File: config.mk
export PLATFORM = sky130hd
export DESIGN_NAME = reg_transfer_bank
export DESIGN_NICKNAME = d
export VERILOG_FILES = /design/src/rtl/reg_xfer_pkg.sv /design/src/rtl/reg_transfer_cell.sv /design/src/rtl/reg_transfer_bank.sv
export SDC_FILE = /design/constraint.sdc
export NUM_CORES = 1
export LEC_CHECK = 0
export ABC_AREA = 1
export ABC_CLOCK_PERIOD_IN_PS = 1240
export CORE_MARGIN = 5
export CORE_UTILIZATION = 40
export DETAILED_ROUTE_END_ITERATION = 8
export PLACE_DENSITY = 0.75
export SYNTH_ARGS = -nofsm -noshare
export SYNTH_HDL_FRONTEND = slang
export SYNTH_SLANG_ARGS = --single-unit
File: constraint.sdc
create_clock -name CLK -period 1.24 [get_ports CLK]
set_input_delay 0.248 -clock CLK [delete_from_list [all_inputs] [get_ports CLK]]
set_output_delay 0.248 -clock CLK [all_outputs]
set_load 0.03 [all_outputs]
File: src/rtl/reg_xfer_pkg.sv
// Opcodes shared by the register bank and its sequencing controller.
package reg_xfer_pkg;
  localparam logic [2:0] OP_NOP  = 3'd0;
  localparam logic [2:0] OP_LOAD = 3'd1;
  localparam logic [2:0] OP_MOVE = 3'd2;
  localparam logic [2:0] OP_SHL  = 3'd3;
  localparam logic [2:0] OP_SHR  = 3'd4;
  localparam logic [2:0] OP_ROL  = 3'd5;
  localparam logic [2:0] OP_ROR  = 3'd6;
  localparam logic [2:0] OP_CLR  = 3'd7;
endpackage

File: src/rtl/reg_transfer_cell.sv
// One WIDTH-bit storage register with write enable.
module reg_transfer_cell #(
  parameter int WIDTH = 8
) (
  input  logic             CLK,
  input  logic             RST,
  input  logic             i_we,
  input  logic [WIDTH-1:0] i_d,
  output logic [WIDTH-1:0] o_q
);
  logic [WIDTH-1:0] r_q;

  always_ff @(posedge CLK) begin
    if (RST)       r_q <= '0;
    else if (i_we) r_q <= i_d;
  end

  assign o_q = r_q;
endmodule

File: src/rtl/reg_transfer_bank.sv
// Register bank with opcode-driven load/move/shift/rotate/clear unit.
module reg_transfer_bank
  import reg_xfer_pkg::*;
#(
  parameter int WIDTH = 8,
  parameter int NREGS = 4,
  localparam int AW = (NREGS > 1) ? $clog2(NREGS) : 1
) (
  input  logic             CLK,
  input  logic             RST,
  input  logic [2:0]       OP,
  input  logic [AW-1:0]    DST,
  input  logic [AW-1:0]    SRC,
  input  logic [WIDTH-1:0] D,
  input  logic             SIN,
  input  logic [AW-1:0]    RSEL,
  output logic [WIDTH-1:0] Q,
  output logic             SOUT,
  output logic             ACK,
  output logic             ERR
);
  localparam logic [AW:0] LIM = (AW+1)'(NREGS);

  logic [WIDTH-1:0] w_r [NREGS];
  logic [WIDTH-1:0] w_cur;
  logic [WIDTH-1:0] w_src;
  logic [WIDTH-1:0] w_nxt;
  logic [NREGS-1:0] w_we;
  logic             w_dst_ok;
  logic             w_src_ok;
  logic             w_valid;
  logic             w_err;
  logic             w_shift;
  logic             w_sbit;
  logic             r_sout;
  logic             r_ack;
  logic             r_err;

  assign w_dst_ok = {1'b0, DST} < LIM;
  assign w_src_ok = {1'b0, SRC} < LIM;
  assign w_err    = (OP != OP_NOP) &&
                    (!w_dst_ok || (OP == OP_MOVE && !w_src_ok));
  assign w_valid  = (OP != OP_NOP) && !w_err;

  always_comb begin
    w_cur = '0;
    w_src = '0;
    Q     = '0;
    for (int i = 0; i < NREGS; i++) begin
      if (DST == AW'(i))  w_cur = w_r[i];
      if (SRC == AW'(i))  w_src = w_r[i];
      if (RSEL == AW'(i)) Q     = w_r[i];
    end
  end

  always_comb begin
    w_nxt   = w_cur;
    w_shift = 1'b0;
    w_sbit  = r_sout;
    case (OP)
      OP_LOAD: w_nxt = D;
      OP_MOVE: w_nxt = w_src;
      OP_SHL: begin
        w_nxt   = {w_cur[WIDTH-2:0], SIN};
        w_shift = 1'b1;
        w_sbit  = w_cur[WIDTH-1];
      end
      OP_SHR: begin
        w_nxt   = {SIN, w_cur[WIDTH-1:1]};
        w_shift = 1'b1;
        w_sbit  = w_cur[0];
      end
      OP_ROL: begin
        w_nxt   = {w_cur[WIDTH-2:0], w_cur[WIDTH-1]};
        w_shift = 1'b1;
        w_sbit  = w_cur[WIDTH-1];
      end
      OP_ROR: begin
        w_nxt   = {w_cur[0], w_cur[WIDTH-1:1]};
        w_shift = 1'b1;
        w_sbit  = w_cur[0];
      end
      OP_CLR:  w_nxt = '0;
      default: w_nxt = w_cur;
    endcase
  end

  always_comb begin
    w_we = '0;
    for (int i = 0; i < NREGS; i++)
      w_we[i] = w_valid && (DST == AW'(i));
  end

  for (genvar g = 0; g < NREGS; g++) begin : g_cell
    reg_transfer_cell #(.WIDTH(WIDTH)) u_cell (
      .CLK  (CLK),
      .RST  (RST),
      .i_we (w_we[g]),
      .i_d  (w_nxt),
      .o_q  (w_r[g])
    );
  end

  always_ff @(posedge CLK) begin
    if (RST) begin
      r_sout <= 1'b0;
      r_ack  <= 1'b0;
      r_err  <= 1'b0;
    end else begin
      if (w_valid && w_shift) r_sout <= w_sbit;
      r_ack <= w_valid;
      r_err <= w_err;
    end
  end

  assign SOUT = r_sout;
  assign ACK  = r_ack;
  assign ERR  = r_err;
endmodule

Word-level counts from Yosys, hierarchy flattened --
Cells that the tools add are included.
Cells by class: multiplexer cells 15, reduce and logical (&&, ||, !) cells 14, equal/unequal tests 16
Operators with widths (count):
- $mux 8 | 12
- $pmux 8 s7 | 1
- $eq 2x2->1 const B | 6
- $eq 3x3->1 const B | 4
- $eq 2x1->1 const B | 3
- $eq 3x2->1 const B | 2
- $logic_not 2->1 | 3
- $logic_and 1x1->1 | 5
- $reduce_or 2->1 | 2
- $reduce_or 4->1 | 1
- $eq 3x1->1 const B | 1
- $reduce_bool 3->1 | 1
- $pmux 1 s2 | 1
- $reduce_and 2->1 | 1
- $reduce_bool 2->1 | 1
- $mux 1 | 1
Storage, ports and cells: register bits after elaboration 34, output and inout port bits 11, word-level logic and storage cells 51, input port bits 20

Depth between registers and ports, before layout --
depth after elaboration 6, mapped depth 9, depth with buffers taken out 9

Cells and area by module --
A second synthesis with hierarchy kept.
Unflattened totals: cells, all modules 497, area total of the unflattened synthesis 2660.1 um^2
Modules (own cells, without submodules):
- reg_transfer_cell | instances 4, area an instance 341.6 um^2, cells an instance 51, seq. area each 160.2 um^2
- reg_transfer_bank | instances 1, area an instance 1293.7 um^2, cells an instance 293, seq. area each 40.0 um^2

Worst setup path before layout --
Ideal clock, no wire load.
path type in2out, start in RSEL[1], end out Q[6], data required time 0.992 ns, setup slack -0.194 ns, cell stages on the path 4, arrival 1.186 ns, buffers on the path 0, cells stage by stage inv_1 > nor2_1 > nand2_1 > a22oi_1
On the way: longest elaborated chain between the ends 5, elaborated cells on any way between the ends 8, classes of those cells eq/ne: 3; mux: 4; reduce/logical: 1
RTL lines:
- start, declared | line reg_transfer_bank.sv:16 | input logic [AW-1:0] RSEL,
- $logic_not 2->1 | line reg_transfer_bank.sv:52 | if (RSEL == AW'(i)) Q = w_r[i];
- $mux 8 (3 in series) | line reg_transfer_bank.sv:52
- $mux 8 (*) | line reg_transfer_bank.sv:52
- end, declared | line reg_transfer_bank.sv:17 | output logic [WIDTH-1:0] Q,
Mark *: on every way between the ends. The rest lies on a longest branch, timed or not.

Final worst setup path --
start reg g_cell[0].u_cell.r_q[0], end out Q[0]
On the way: longest elaborated chain between the ends 4
RTL lines:
- start, declared | line reg_transfer_cell.sv:11 | logic [WIDTH-1:0] r_q;
- start signal, assigned | line reg_transfer_cell.sv:15 | else if (i_we) r_q <= i_d;
- $mux 8 (4 in series) | line reg_transfer_bank.sv:52
No other way between the ends.

==> results.yml <==
grt:
  antenna_found_initial: 0
  grt_pass1_vias: 2948
  grt_util_met1_pct: 31.6
  gr-total-overflow: 0
  busiest_layer: "met2"
  grt_first_pass_wirelength_um: 14500
  grt_max_degree: 33
  use_met3_pct: 4.61
  grt_util_met2_pct: 41.7
  track_usage_pct: 25.2
cells_and_area:
  utilization_pct: 71.3
  antenna_cells: 0
  final_layout_size_suffix_gt1_share_pct: 49.4
  postLayoutCellArea_mm2: 0.00395
  multi_input_area_mm2: 0.00177
  layout.nets: 505
  fillerInstances: 438
  area_delta_synth_final_pct: 71.9
  regArea_um2: 712
synthesis:
  synthDistinctLibCells: 26
  synth_area_mm2: 0.00230
  synthTopCellsByArea: "dfxtp_1 (30%), nand2_1 (20%), a21oi_1 (8.3%), o21ai_0 (7.8%), inv_1 (5.6%)"
  synth_top_cell_by_area: "dfxtp_1"
  synth_top_area_share_pct: 29.6
  ys.warnings.count: 0
  synth.net_count: 401
  synth-seq-cells: 34
  syn_inst: 381
  postSynthAreaPerCell_um2: 6.03
  ys_seq_area_share_pct: 29.6
sta:
  rsz0062_at_grt: "true"
  totalNegativeSetupSlack_ns: -3.84
  drv_slew: 0
  fin_crit_sh_pct: 122
  fin_skew_ns: 0.00540
  fin_ws_ns: -0.276
  fmax_mhz: 660
  setup_viol: 25
  min_period_ns: 1.52
  finalHoldViolCount: 0
clock_tree:
  ctsHoldBuffers: 0
  cts.sinks: 34
  numCtsBuffers: 5
  clockBufferDepth: 2
  cts_tree: "done"
  path_clk_slew_ns: 0.07
  htreeDepth: 2
  cts_root_buf: "clkbuf_8"
  clock_latency_ns: 0.29
die:
  dieHeight_um: 85.8
  start_util_pct: 41.5
  io_pins: 31
  core_area_mm2: 0.00554
  dieArea_mm2: 0.00736
  fp.dieW_um: 85.8
  floorplan.rows: 27
setup_path:
  path_class: "reg2out"
  r2r_end: "g_cell[2].u_cell.o_q[1]$_SDFFE_PP0P_"
  required_ns: 0.99
  end_kind: "output port"
  path_common_cell: "buf_6"
  arrival_ns: 1.27
  crit_path_max_incr_delay_ns: 0.33
  cpMaxStageDelayCell: "dfxtp_2"
  critPathLaunchType: "register"
  crit_start: "g_cell[0].u_cell.o_q[0]$_SDFFE_PP0P_"
  r2r_cells: 10
  rrSetupSlack_ns: -0.22
  worstPathMaxFanout: 2
  cp_cell_sequence: "buf_6 > a221oi_4 > o21ai_2 > buf_6"
  rr_startpoint: "g_cell[0].u_cell.o_q[0]$_SDFFE_PP0P_"
pwr:
  power.density_mw_per_mm2: 964
  pwr-share-seq_pct: 33.1
  p_sw_mw: 1.25
  p_leak_nw: 1.80
  pwr-share-clk_pct: 32.8
  power_mw: 3.80
  internal-power_mw: 2.55
  combPwrFrac_pct: 34.1
  ir_drop_v: 0.000795
  p_sw_share_pct: 32.9
routing:
  wl_um: 9980
  drt_iter0_markers: 340
  first_pass_iters: 5
  ant_nets: 0
  drc: 0
  wl_per_cell_um: 17.9
  dr_total_vias: 3139
  avgViaCountPerCell: 5.63
placed_design:
  preCtsSetupSlack_ns: -0.767
  gp_congestion: 1.02
  place_hpwl_um: 6480
  port_buffers: 29
  placed_area_mm2: 0.00317
outcome:
  outcome: "finished with violations"
  violations: "setup timing"
hold_path:
  hold_start: "g_cell[2].u_cell.o_q[3]$_SDFFE_PP0P_"
  worstHoldEndpoint: "g_cell[2].u_cell.o_q[3]$_SDFFE_PP0P_"
  hold_class: "reg2reg"
  whs_path_depth: 2
run:
  maxCapViolCount: 0
==> power by group through the flow <==
stage	clock network (mW)	logic, mW	registers, mW
after floorplan	0	0.498	1.25
after detailed placement	0	0.959	1.26
final	1.25	1.30	1.26
after CTS	1.27	1.13	1.25
after global placement	0	0.942	1.26
after global routing	1.32	1.38	1.27
==> layer usage <==
metal	vias up	wire, um	part of all wire (%)
met5	-	0	0
met4	0	423	4.2
met3	49	880	8.8
met2	177	4910	49
met1	1446	3770	38
li1	1467	-	-
==> cell families after synthesis <==
family	synth area share [%]
other	0.163
buffers and inverters	9.10
AOI/OAI and AO/OA	23.3
and+or+nand+nor	37.9
DFF	29.6
==> sequential cells by signal, indices dropped and copies added, names as in the netlist <==
name               flops
ACK                    1
SOUT                   1
g_cell.u_cell.o_q     32
==> timing repair <==
action	4_1_cts	5_1_grt
cloned	1	0
resized for setup	141	77
buffers inserted	12	6
endpoints found under the setup margin	41	41
pin swaps	37	43
==> through the flow <==
stage,cells,hold WS [ns]
CTS,553,0.520
floorplan,381,0.317
global placement,534,0.491
detailed placement,534,0.508
finish,558,0.533
global route,558,0.567
==> critical path: cells and delay by family, from the launching register on <==
kind                   cells  cell delay (ns)
flip-flops                 1             0.33
buffers and inverters      2             0.27
AO/OA/AOI/OAI              2             0.39
==> area by class of cell <==
cell class | instances | area share, %
Clock inverter | 3 | 1.74
Timing Repair Buffer | 110 | 27.4
Sequential cell | 34 | 18.0
Clock buffer | 5 | 1.74
Tap cell | 72 | 2.28
Multi-Input combinational cell | 296 | 44.9
Inverter | 38 | 3.87
==> worst max-delay path by stage <==
| stage | end | slack, ns | depth (start not counted) |
|---|---|---|---|
| floorplan | Q[6] | -0.02 | 4 |
| CTS | Q[0] | -0.24 | 4 |
| finish | Q[0] | -0.28 | 4 |
| global placement | g_cell[0].u_cell.o_q[7]$_SDFFE_PP0P_ | -0.75 | 9 |
| detailed placement | g_cell[1].u_cell.o_q[7]$_SDFFE_PP0P_ | -0.77 | 11 |
| global route | Q[0] | -0.31 | 4 |
==> cells in the final DEF, fill, tap and decap left out, types with 7 or more instances in the layout <==
| master | n |
|---|---|
| o21ai_1 | 15 |
| clkdlybuf4s50_1 | 10 |
| buf_2 | 7 |
| inv_2 | 12 |
| a21oi_2 | 22 |
| nand3_1 | 21 |
| nor2_4 | 12 |
| nor2_1 | 19 |
| o21ai_2 | 9 |
| buf_4 | 54 |
| buf_12 | 9 |
| dfxtp_1 | 15 |
| o21ai_0 | 20 |
| o211ai_1 | 7 |
| inv_1 | 23 |
| a21oi_1 | 16 |
| nand3_2 | 7 |
| buf_6 | 27 |
| dfxtp_2 | 16 |
| nand2_2 | 32 |
| nand2_1 | 93 |
==> Yosys cell counts <==
master / n
nand2_1: 125
a21oi_1: 38
o21ai_0: 36
dfxtp_1: 34
inv_1: 34
nand3_1: 25
nor2_1: 25
buf_2: 8
nor2_2: 8
o21ai_1: 8
o211ai_1: 7
inv_2: 4
nor3_4: 4
o22ai_1: 4
clkbuf_1: 3
nand3_2: 3
a221oi_1: 2
a31oi_1: 2
buf_4: 2
nand2_2: 2
nand4_1: 2
a22oi_1: 1
conb_1: 1
nor3_1: 1
o2111ai_1: 1
or2_2: 1
Note: power is estimated with default switching activity, not from simulation.
